--- config.mk ---
export PLATFORM = sky130hd
export DESIGN_NAME = ahb_lite_master
export DESIGN_NICKNAME = d
export VERILOG_FILES = /design/src/rtl/ahb_mst_pkg.sv /design/src/rtl/ahb_lite_master.sv
export SDC_FILE = /design/constraint.sdc
export NUM_CORES = 1
export LEC_CHECK = 0
export CELL_PAD_IN_SITES_DETAIL_PLACEMENT = 1
export CELL_PAD_IN_SITES_GLOBAL_PLACEMENT = 1
export CORE_ASPECT_RATIO = 0.8
export CORE_UTILIZATION = 35
export DETAILED_ROUTE_END_ITERATION = 10
export GPL_ROUTABILITY_DRIVEN = 0
export GPL_TIMING_DRIVEN = 0
export PLACE_DENSITY = 0.92
export SYNTH_ARGS = -nofsm -noshare
export SYNTH_HDL_FRONTEND = slang
export SYNTH_SLANG_ARGS = --single-unit
--- constraint.sdc ---
create_clock -name HCLK -period 2.6 [get_ports HCLK]
set_clock_uncertainty 0.1 [all_clocks]
set_input_delay 0.52 -clock HCLK [delete_from_list [all_inputs] [get_ports HCLK]]
set_output_delay 0.52 -clock HCLK [all_outputs]
set_load 0.02 [all_outputs]
--- src/rtl/ahb_mst_pkg.sv ---
// -----------------------------------------------------------------------------
// ahb_mst_pkg
//   Shared types and defaults for the AHB-Lite command-stream master.
//   - state_e           : pipeline state (which bus phases are in flight)
//   - *_DEFAULT         : default widths and stall limit for ahb_lite_master
//   - has_addr_phase()  : state carries an address phase on the bus
//   - has_data_phase()  : state carries a data phase on the bus
// -----------------------------------------------------------------------------
package ahb_mst_pkg;

    localparam int ADDR_W_DEFAULT         = 7;
    localparam int DATA_W_DEFAULT         = 32;
    localparam int TIMEOUT_CYCLES_DEFAULT = 16;

    typedef enum logic [1:0] {
        IDLE      = 2'd0,
        ADDR      = 2'd1,
        DATA      = 2'd2,
        ADDR_DATA = 2'd3
    } state_e;

    function automatic logic has_addr_phase(input state_e s);
        return (s == ADDR) || (s == ADDR_DATA);
    endfunction

    function automatic logic has_data_phase(input state_e s);
        return (s == DATA) || (s == ADDR_DATA);
    endfunction

endpackage

--- src/rtl/ahb_lite_master.sv ---
// -----------------------------------------------------------------------------
// ahb_lite_master
//   Turns a valid/ready command stream into pipelined AHB-Lite transfers
//   toward an AHB-to-APB bridge. The address phase of transfer N+1 overlaps
//   the data phase of transfer N; each completed data phase produces a
//   one-cycle response strobe on the following cycle.
//
//   Optional feature (compile-time macro AHB_MST_TIMEOUT_EN):
//     a stall counter aborts a data phase held off by HREADYOUT=0 for
//     TIMEOUT_CYCLES cycles and returns rsp_err=1. Without the macro the
//     master waits indefinitely and rsp_err is always 0.
//
// Ports
//   HCLK, RESET             clock, synchronous active-high reset
//   cmd_valid/cmd_ready     command handshake (accepted when both are high)
//   cmd_write/addr/wdata    command payload
//   rsp_valid               one-cycle completion pulse (no backpressure)
//   rsp_rdata/rsp_err       read data (0 for writes) / timeout abort flag
//   HSEL/HADDR/HWRITE       registered address-phase outputs
//   HWDATA                  write data, driven during the write data phase
//   HREADY                  copy of HREADYOUT (single-slave interconnect)
//   HREADYOUT/HRDATA        bridge ready and read data
// -----------------------------------------------------------------------------
module ahb_lite_master
    import ahb_mst_pkg::*;
#(
    parameter int ADDR_W         = ADDR_W_DEFAULT,
    parameter int DATA_W         = DATA_W_DEFAULT,
    parameter int TIMEOUT_CYCLES = TIMEOUT_CYCLES_DEFAULT
) (
    input  logic              HCLK,
    input  logic              RESET,
    input  logic              cmd_valid,
    output logic              cmd_ready,
    input  logic              cmd_write,
    input  logic [ADDR_W-1:0] cmd_addr,
    input  logic [DATA_W-1:0] cmd_wdata,
    output logic              rsp_valid,
    output logic [DATA_W-1:0] rsp_rdata,
    output logic              rsp_err,
    output logic              HSEL,
    output logic [ADDR_W-1:0] HADDR,
    output logic              HWRITE,
    output logic [DATA_W-1:0] HWDATA,
    output logic              HREADY,
    input  logic              HREADYOUT,
    input  logic [DATA_W-1:0] HRDATA
);

    state_e              state_q, state_d;
    logic                hsel_q, hsel_d;
    logic [ADDR_W-1:0]   haddr_q, haddr_d;
    logic                hwrite_q, hwrite_d;
    logic [DATA_W-1:0]   wdata_q, wdata_d;     // write data of the pending address phase
    logic [DATA_W-1:0]   hwdata_q, hwdata_d;
    logic                dwrite_q, dwrite_d;   // direction of the transfer in data phase
    logic                rsp_valid_q, rsp_valid_d;
    logic [DATA_W-1:0]   rsp_rdata_q, rsp_rdata_d;
    logic                rsp_err_q, rsp_err_d;

    logic accept;
    logic data_done;
    logic timeout_hit;

    // A new address phase may start from IDLE at any time, otherwise only on
    // an edge where the current phases advance.
    assign cmd_ready = !RESET && ((state_q == IDLE) || HREADYOUT);
    assign accept    = cmd_valid && cmd_ready;
    assign data_done = HREADYOUT && has_data_phase(state_q);

`ifdef AHB_MST_TIMEOUT_EN
    localparam int CNT_W = $clog2(TIMEOUT_CYCLES + 1);

    logic [CNT_W-1:0] stall_cnt_q, stall_cnt_d;
    logic             stalled;

    assign stalled     = !HREADYOUT && has_data_phase(state_q);
    // Fires on the TIMEOUT_CYCLES-th consecutive stalled edge.
    assign timeout_hit = stalled && (stall_cnt_q == CNT_W'(TIMEOUT_CYCLES - 1));
    assign stall_cnt_d = (stalled && !timeout_hit) ? stall_cnt_q + CNT_W'(1) : '0;

    always_ff @(posedge HCLK) begin
        if (RESET) begin
            stall_cnt_q <= '0;
        end else begin
            stall_cnt_q <= stall_cnt_d;
        end
    end
`else
    logic unused_timeout_cfg;

    assign unused_timeout_cfg = ^TIMEOUT_CYCLES;
    assign timeout_hit        = 1'b0;
`endif

    // NOTE: every variable gets its hold value first so no path through the
    // block leaves it unassigned; a missing default here infers a latch.
    always_comb begin
        state_d     = state_q;
        hsel_d      = hsel_q;
        haddr_d     = haddr_q;
        hwrite_d    = hwrite_q;
        wdata_d     = wdata_q;
        hwdata_d    = hwdata_q;
        dwrite_d    = dwrite_q;
        rsp_valid_d = 1'b0;
        rsp_rdata_d = rsp_rdata_q;
        rsp_err_d   = 1'b0;

        // Response for the data phase finishing (or being aborted) this edge.
        if (data_done) begin
            rsp_valid_d = 1'b1;
            rsp_rdata_d = dwrite_q ? '0 : HRDATA;
        end else if (timeout_hit) begin
            rsp_valid_d = 1'b1;
            rsp_err_d   = 1'b1;
            rsp_rdata_d = '0;
        end

        // Address phase moves into the data phase.
        if (HREADYOUT && has_addr_phase(state_q)) begin
            dwrite_d = hwrite_q;
            if (hwrite_q) begin
                hwdata_d = wdata_q;
            end
            hsel_d = 1'b0;
        end

        // A newly accepted command overrides the HSEL drop above.
        if (accept) begin
            hsel_d   = 1'b1;
            haddr_d  = cmd_addr;
            hwrite_d = cmd_write;
            wdata_d  = cmd_wdata;
        end

        unique case (state_q)
            IDLE: begin
                if (accept) state_d = ADDR;
            end
            ADDR: begin
                if (HREADYOUT) state_d = accept ? ADDR_DATA : DATA;
            end
            DATA: begin
                if (HREADYOUT)        state_d = accept ? ADDR : IDLE;
                else if (timeout_hit) state_d = IDLE;
            end
            ADDR_DATA: begin
                // On abort the overlapped address phase stays on the bus.
                if (HREADYOUT)        state_d = accept ? ADDR_DATA : DATA;
                else if (timeout_hit) state_d = ADDR;
            end
            default: state_d = IDLE;
        endcase
    end

    // NOTE: sequential state uses non-blocking assignments so every register
    // samples the pre-edge values, independent of statement order.
    always_ff @(posedge HCLK) begin
        if (RESET) begin
            state_q     <= IDLE;
            hsel_q      <= 1'b0;
            haddr_q     <= '0;
            hwrite_q    <= 1'b0;
            wdata_q     <= '0;
            hwdata_q    <= '0;
            dwrite_q    <= 1'b0;
            rsp_valid_q <= 1'b0;
            rsp_rdata_q <= '0;
            rsp_err_q   <= 1'b0;
        end else begin
            state_q     <= state_d;
            hsel_q      <= hsel_d;
            haddr_q     <= haddr_d;
            hwrite_q    <= hwrite_d;
            wdata_q     <= wdata_d;
            hwdata_q    <= hwdata_d;
            dwrite_q    <= dwrite_d;
            rsp_valid_q <= rsp_valid_d;
            rsp_rdata_q <= rsp_rdata_d;
            rsp_err_q   <= rsp_err_d;
        end
    end

    assign HSEL      = hsel_q;
    assign HADDR     = haddr_q;
    assign HWRITE    = hwrite_q;
    assign HWDATA    = hwdata_q;
    assign HREADY    = HREADYOUT;
    assign rsp_valid = rsp_valid_q;
    assign rsp_rdata = rsp_rdata_q;
    assign rsp_err   = rsp_err_q;

endmodule

Word-level counts from Yosys, hierarchy flattened
Cells that the tools add are included.
{ "word_totals": {"ff_bits": 109, "in_bits": 76, "out_inout_bits": 77, "word_cells": 38} }
{ "classes": {"eq_ne": 6, "muxes": 10, "reduce_logical": 13} }
{ "op_table": {"columns": ["cell", "n"], "rows": [
  ["$mux W32", 1],
  ["$mux W2", 3],
  ["$pmux W2 S3", 1],
  ["$mux W1", 5],
  ["$eq A2 B2 Y1 const B", 2],
  ["$logic_and A1 B1 Y1", 4],
  ["$ne A2 B2 Y1 const B", 2],
  ["$logic_or A1 B1 Y1", 3],
  ["$reduce_and A3 Y1", 1],
  ["$eq A2 B1 Y1 const B", 1],
  ["$logic_not A2 Y1", 1],
  ["$ne A2 B1 Y1 const B", 1],
  ["$reduce_and A2 Y1", 1],
  ["$reduce_bool A2 Y1", 1],
  ["$reduce_or A2 Y1", 1],
  ["$logic_not A1 Y1", 1]
]} }

Depth between registers and ports, before layout
Gate-level depths: netlist of the first run.
{ "logic_depth": {"ltp_word": 7, "ltp_mapped": 6, "mapped_depth_nobuf": 3} }

Worst setup path after synthesis of the first run
No wires, ideal clock.
{ "synth_path": {"path_type": "input to output", "startpoint": "input HREADYOUT", "endpoint": "output cmd_ready", "arrival_ns": 1.351, "t_required_ns": 1.980, "slack_ns": 0.629, "stages": 5, "path_buffers": 3, "cell_sequence": "buf_4 o21ba_4 buf_6 buf_8 nor2_1"} }
{ "synth_between": {"elab_chain_len": 2} }
{ "synth_rtl": {"columns": ["item", "line", "source"], "rows": [
  ["start: declaration", "ahb_lite_master.sv:46", "input logic HREADYOUT,"],
  ["$logic_or A1 B1 Y1", "ahb_lite_master.sv:67", "assign cmd_ready = !RESET && ((state_q == IDLE) || HREADYOUT);"],
  ["$logic_and A1 B1 Y1", "ahb_lite_master.sv:67", null],
  ["end: declaration", "ahb_lite_master.sv:34", "output logic cmd_ready,"]
]} }
No other way between the ends.

Worst setup path in the final report of the first run
{ "layout_path": {"startpoint": "input RESET", "endpoint": "output cmd_ready"} }
{ "layout_between": {"elab_chain_len": 2} }
{ "layout_rtl": {"columns": ["item", "line", "source"], "rows": [
  ["start: declaration", "ahb_lite_master.sv:32", "input logic RESET,"],
  ["$logic_not A1 Y1", "ahb_lite_master.sv:67", null],
  ["$logic_and A1 B1 Y1", "ahb_lite_master.sv:67", null]
]} }
No other way between the ends.

==> results of run 1 <==
==> cells in the final DEF, fill, tap and decap left out, types with 2 or more instances in the layout <==
cell | Yosys | layout
clkdlybuf4s50_1 | 0 | 149
dfxtp_1 | 109 | 109
nand2_1 | 105 | 105
nand3_1 | 41 | 41
o211ai_2 | 39 | 39
a22o_1 | 33 | 33
a21oi_1 | 30 | 30
buf_2 | 25 | 24
clkbuf_16 | 0 | 9
buf_8 | 7 | 7
buf_6 | 5 | 5
a21oi_2 | 5 | 5
buf_4 | 4 | 4
nor2_1 | 4 | 4
inv_1 | 2 | 2
inv_6 | 0 | 2
bufinv_16 | 0 | 2
clkinvlp_4 | 0 | 2
==> power groups by stage <==
| stage | clock [uW] | combinational (uW) | sequential [uW] |
|---|---|---|---|
| finish | 1500 | 431 | 1770 |
| global route | 1590 | 461 | 1780 |
| CTS | 1530 | 434 | 1770 |
| detailed placement | 0 | 434 | 1810 |
| global placement | 0 | 417 | 1800 |
| floorplan | 0 | 185 | 1830 |
==> what timing repair did <==
| item | 4_1_cts | 5_1_grt |
|---|---|---|
| hold buffers | 0 | 0 |
| endpoints found under the setup margin | 1 | 0 |
| gates resized for setup | 1 | 0 |
==> sequential cells by signal, summed over array words and instances, names as in the netlist <==
name	count
state_q	2
HADDR	7
rsp_rdata	32
HSEL	1
wdata_q	32
HWRITE	1
HWDATA	32
rsp_valid	1
dwrite_q	1
==> per-stage QoR <==
step	util (%)	power, uW	hold slack, ns
3_5_place_dp	50.8	2240	0.355
4_1_cts	53.5	3730	0.365
6_report	53.5	3700	0.362
5_1_grt	53.5	3830	0.377
2_1_floorplan	-	2010	0.341
3_3_place_gp	50.8	2220	0.345
==> layout make-up <==
| cell class | instances | area [um2] | area share (%) |
|---|---|---|---|
| sequential | 109 | 2180 | 35.3 |
| clock buffer | 9 | 225 | 3.64 |
| tap | 148 | 185 | 2.99 |
| timing repair buffer | 150 | 1500 | 24.2 |
| multi-input combinational | 267 | 1680 | 27.1 |
| clock inverter | 7 | 97.6 | 1.58 |
| buffer | 41 | 315 | 5.09 |
| inverter | 2 | 7.51 | 0.121 |
==> layer usage <==
layer / routed length, um / vias up / global-route usage (%)
met5: 0 / - / 0
met4: 194 / 0 / 6.21
met3: 528 / 15 / 5.17
met2: 6810 / 77 / 37.0
met1: 5890 / 1863 / 26.4
li1: - / 1778 / -
==> final timing paths <==
check | from | to | slack (ns) | depth (start not counted)
hold reg to reg | HWDATA[26] | HWDATA[26] | 0.36 | 2
hold / removal | HWDATA[26] | HWDATA[26] | 0.36 | 2
setup reg to reg | state_q[0] | HWDATA[4] | 1.17 | 4
setup / recovery | RESET | cmd_ready | 0.10 | 4
==> tightest hold or removal path: stages, from the launching register on <==
cell     delay [ns]
dfxtp_1        0.31
nand2_1        0.05
a21oi_1        0.06
==> cell families after synthesis <==
kind of cell | after synthesis
flops | 109
buf+inv | 44
other cells | 1
simple gates | 155
compound gates | 111
==> results.ini, run 1 <==
[outcome]
status=completed

[synth]
synthArstFlopShare_pct=0
synth_nets=496
ys_seq_area_share_pct=52.1
synth_area_leaders=dfxtp_1 52%, o211ai_2 12%, nand2_1 9.4%
synth_xor_area_share_pct=0
ys.flop_type=dfxtp_1
synth_fa_ha_area_share_pct=0
synth_area_per_cell_um2=9.97
synthCells=420
ys_warn_count=0
synth_top_family_by_area=compound AO/OA/AOI/OAI gates
synth_top_area_cell=dfxtp_1
synth_edf_count=0
synthDistinctLibCells=24
synth.mux.area_fraction_pct=0
synth_area_mm2=0.00419
ys_top_cells_by_count=109 x dfxtp_1, 105 x nand2_1, 41 x nand3_1, 39 x o211ai_2, 33 x a22o_1
synth_top_area_share_pct=52.1
synth_most_common_cell=dfxtp_1
synth_simple_gate_area_share_pct=15.7
synth_seq_cells=109
synth_compound_area_share_pct=24.3

[setup_path]
crit_family=buffers and inverters
crit_type=in2out
slowest_stage=clkdlybuf4s50_1
cp_cell_sequence=clkdlybuf4s50_1 > buf_4 > nor2_1 > dlygate4sd2_1
crit_path_start_kind=input port
path_buf_inv=3
path_max_fanout=19
crit_path_end_kind=output port
worst_path_largest_cell_delay_ns=0.61
arrival_ns=1.88
worstPathRequired_ns=1.98

[power_and_ir_drop]
combPwrFrac_pct=11.7
p_per_area_mw_per_mm2=598
p_int_uw=2790
pwr-share-seq_pct=47.9
p_leak_uw=0.00243
p_clk_share_pct=40.5
switching_power_uw=906
p_sw_share_pct=24.5
vdd_drop_max_uv=316

[global_route]
grt_overflow=0
grt.total_usage_pct=21.3
grt_pass1_wl_um=20700
grt_max_degree=20
grt_pass1_vias=3803
antenna_found_initial=0

[place]
pre_cts_ws_ns=-0.327
io_buffers=150
dpl.cell_count=718
post_dp_cell_area_mm2=0.00587
hpwl_um=9860

[floorplanning]
dieHeight_um=99.8
die_w_um=124
fp.coreArea_mm2=0.0116
num_rows=35
dieArea_mm2=0.0124
ios=153
initial_core_util_pct=36.2

[finish]
n_antenna_cell=0
finalNonFillerCells=733
nFillCells=1283
design_area_mm2=0.00619
drive_gt1_share_pct=17.8
syn_to_final_growth_pct=47.8
fin_nets=656

[timing]
hold_viol=0
fin_crit_sh_pct=96.0
timing.final.ws_setup_ns=0.104
fin_tns_setup_ns=0
fmax_ghz=0.401
worst_pin_slew_ns=0.511
setup_viol=0
min_period_ns=2.50
max-slew-margin-rel_pct=66.0
rsz0062_at_grt=no
drv_slew=0

[cts]
post_cts_buffers=0
clk_pin_slew_worst_paths_ns=0.07
cts_root_buf=clkbuf_16
cts_tree=built
cts_made_buffers=9
cts_sinks=109
cts-htree-levels=3
clockBufferDepth=2
worstSkewPairLatency_ns=0.35

[job]
cap_violations=0

[hold_path]
worst_hold_path_type=reg2reg

[drt]
drt-initial-drc-count=164
vias=3733
wl_um=13400
first_pass_iters=4
wire_per_inst_um=18.3
postRouteAntennaNets=0
post_drt_via_cell_ratio=5.09
route.detailed.drc=0

Note: power is estimated with default switching activity, not from simulation.
==> run 2: changes to the inputs <==
CAP_MARGIN = 5   (was default)
==> results of run 2 <==
Same layout as run 1: the final DEF is identical, and so are final timing and power.
==> run 3: changes to the inputs <==
CTS_CLUSTER_SIZE = 16   (was default)
==> results of run 3 <==
Same layout as run 1: the final DEF is identical, and so are final timing and power.
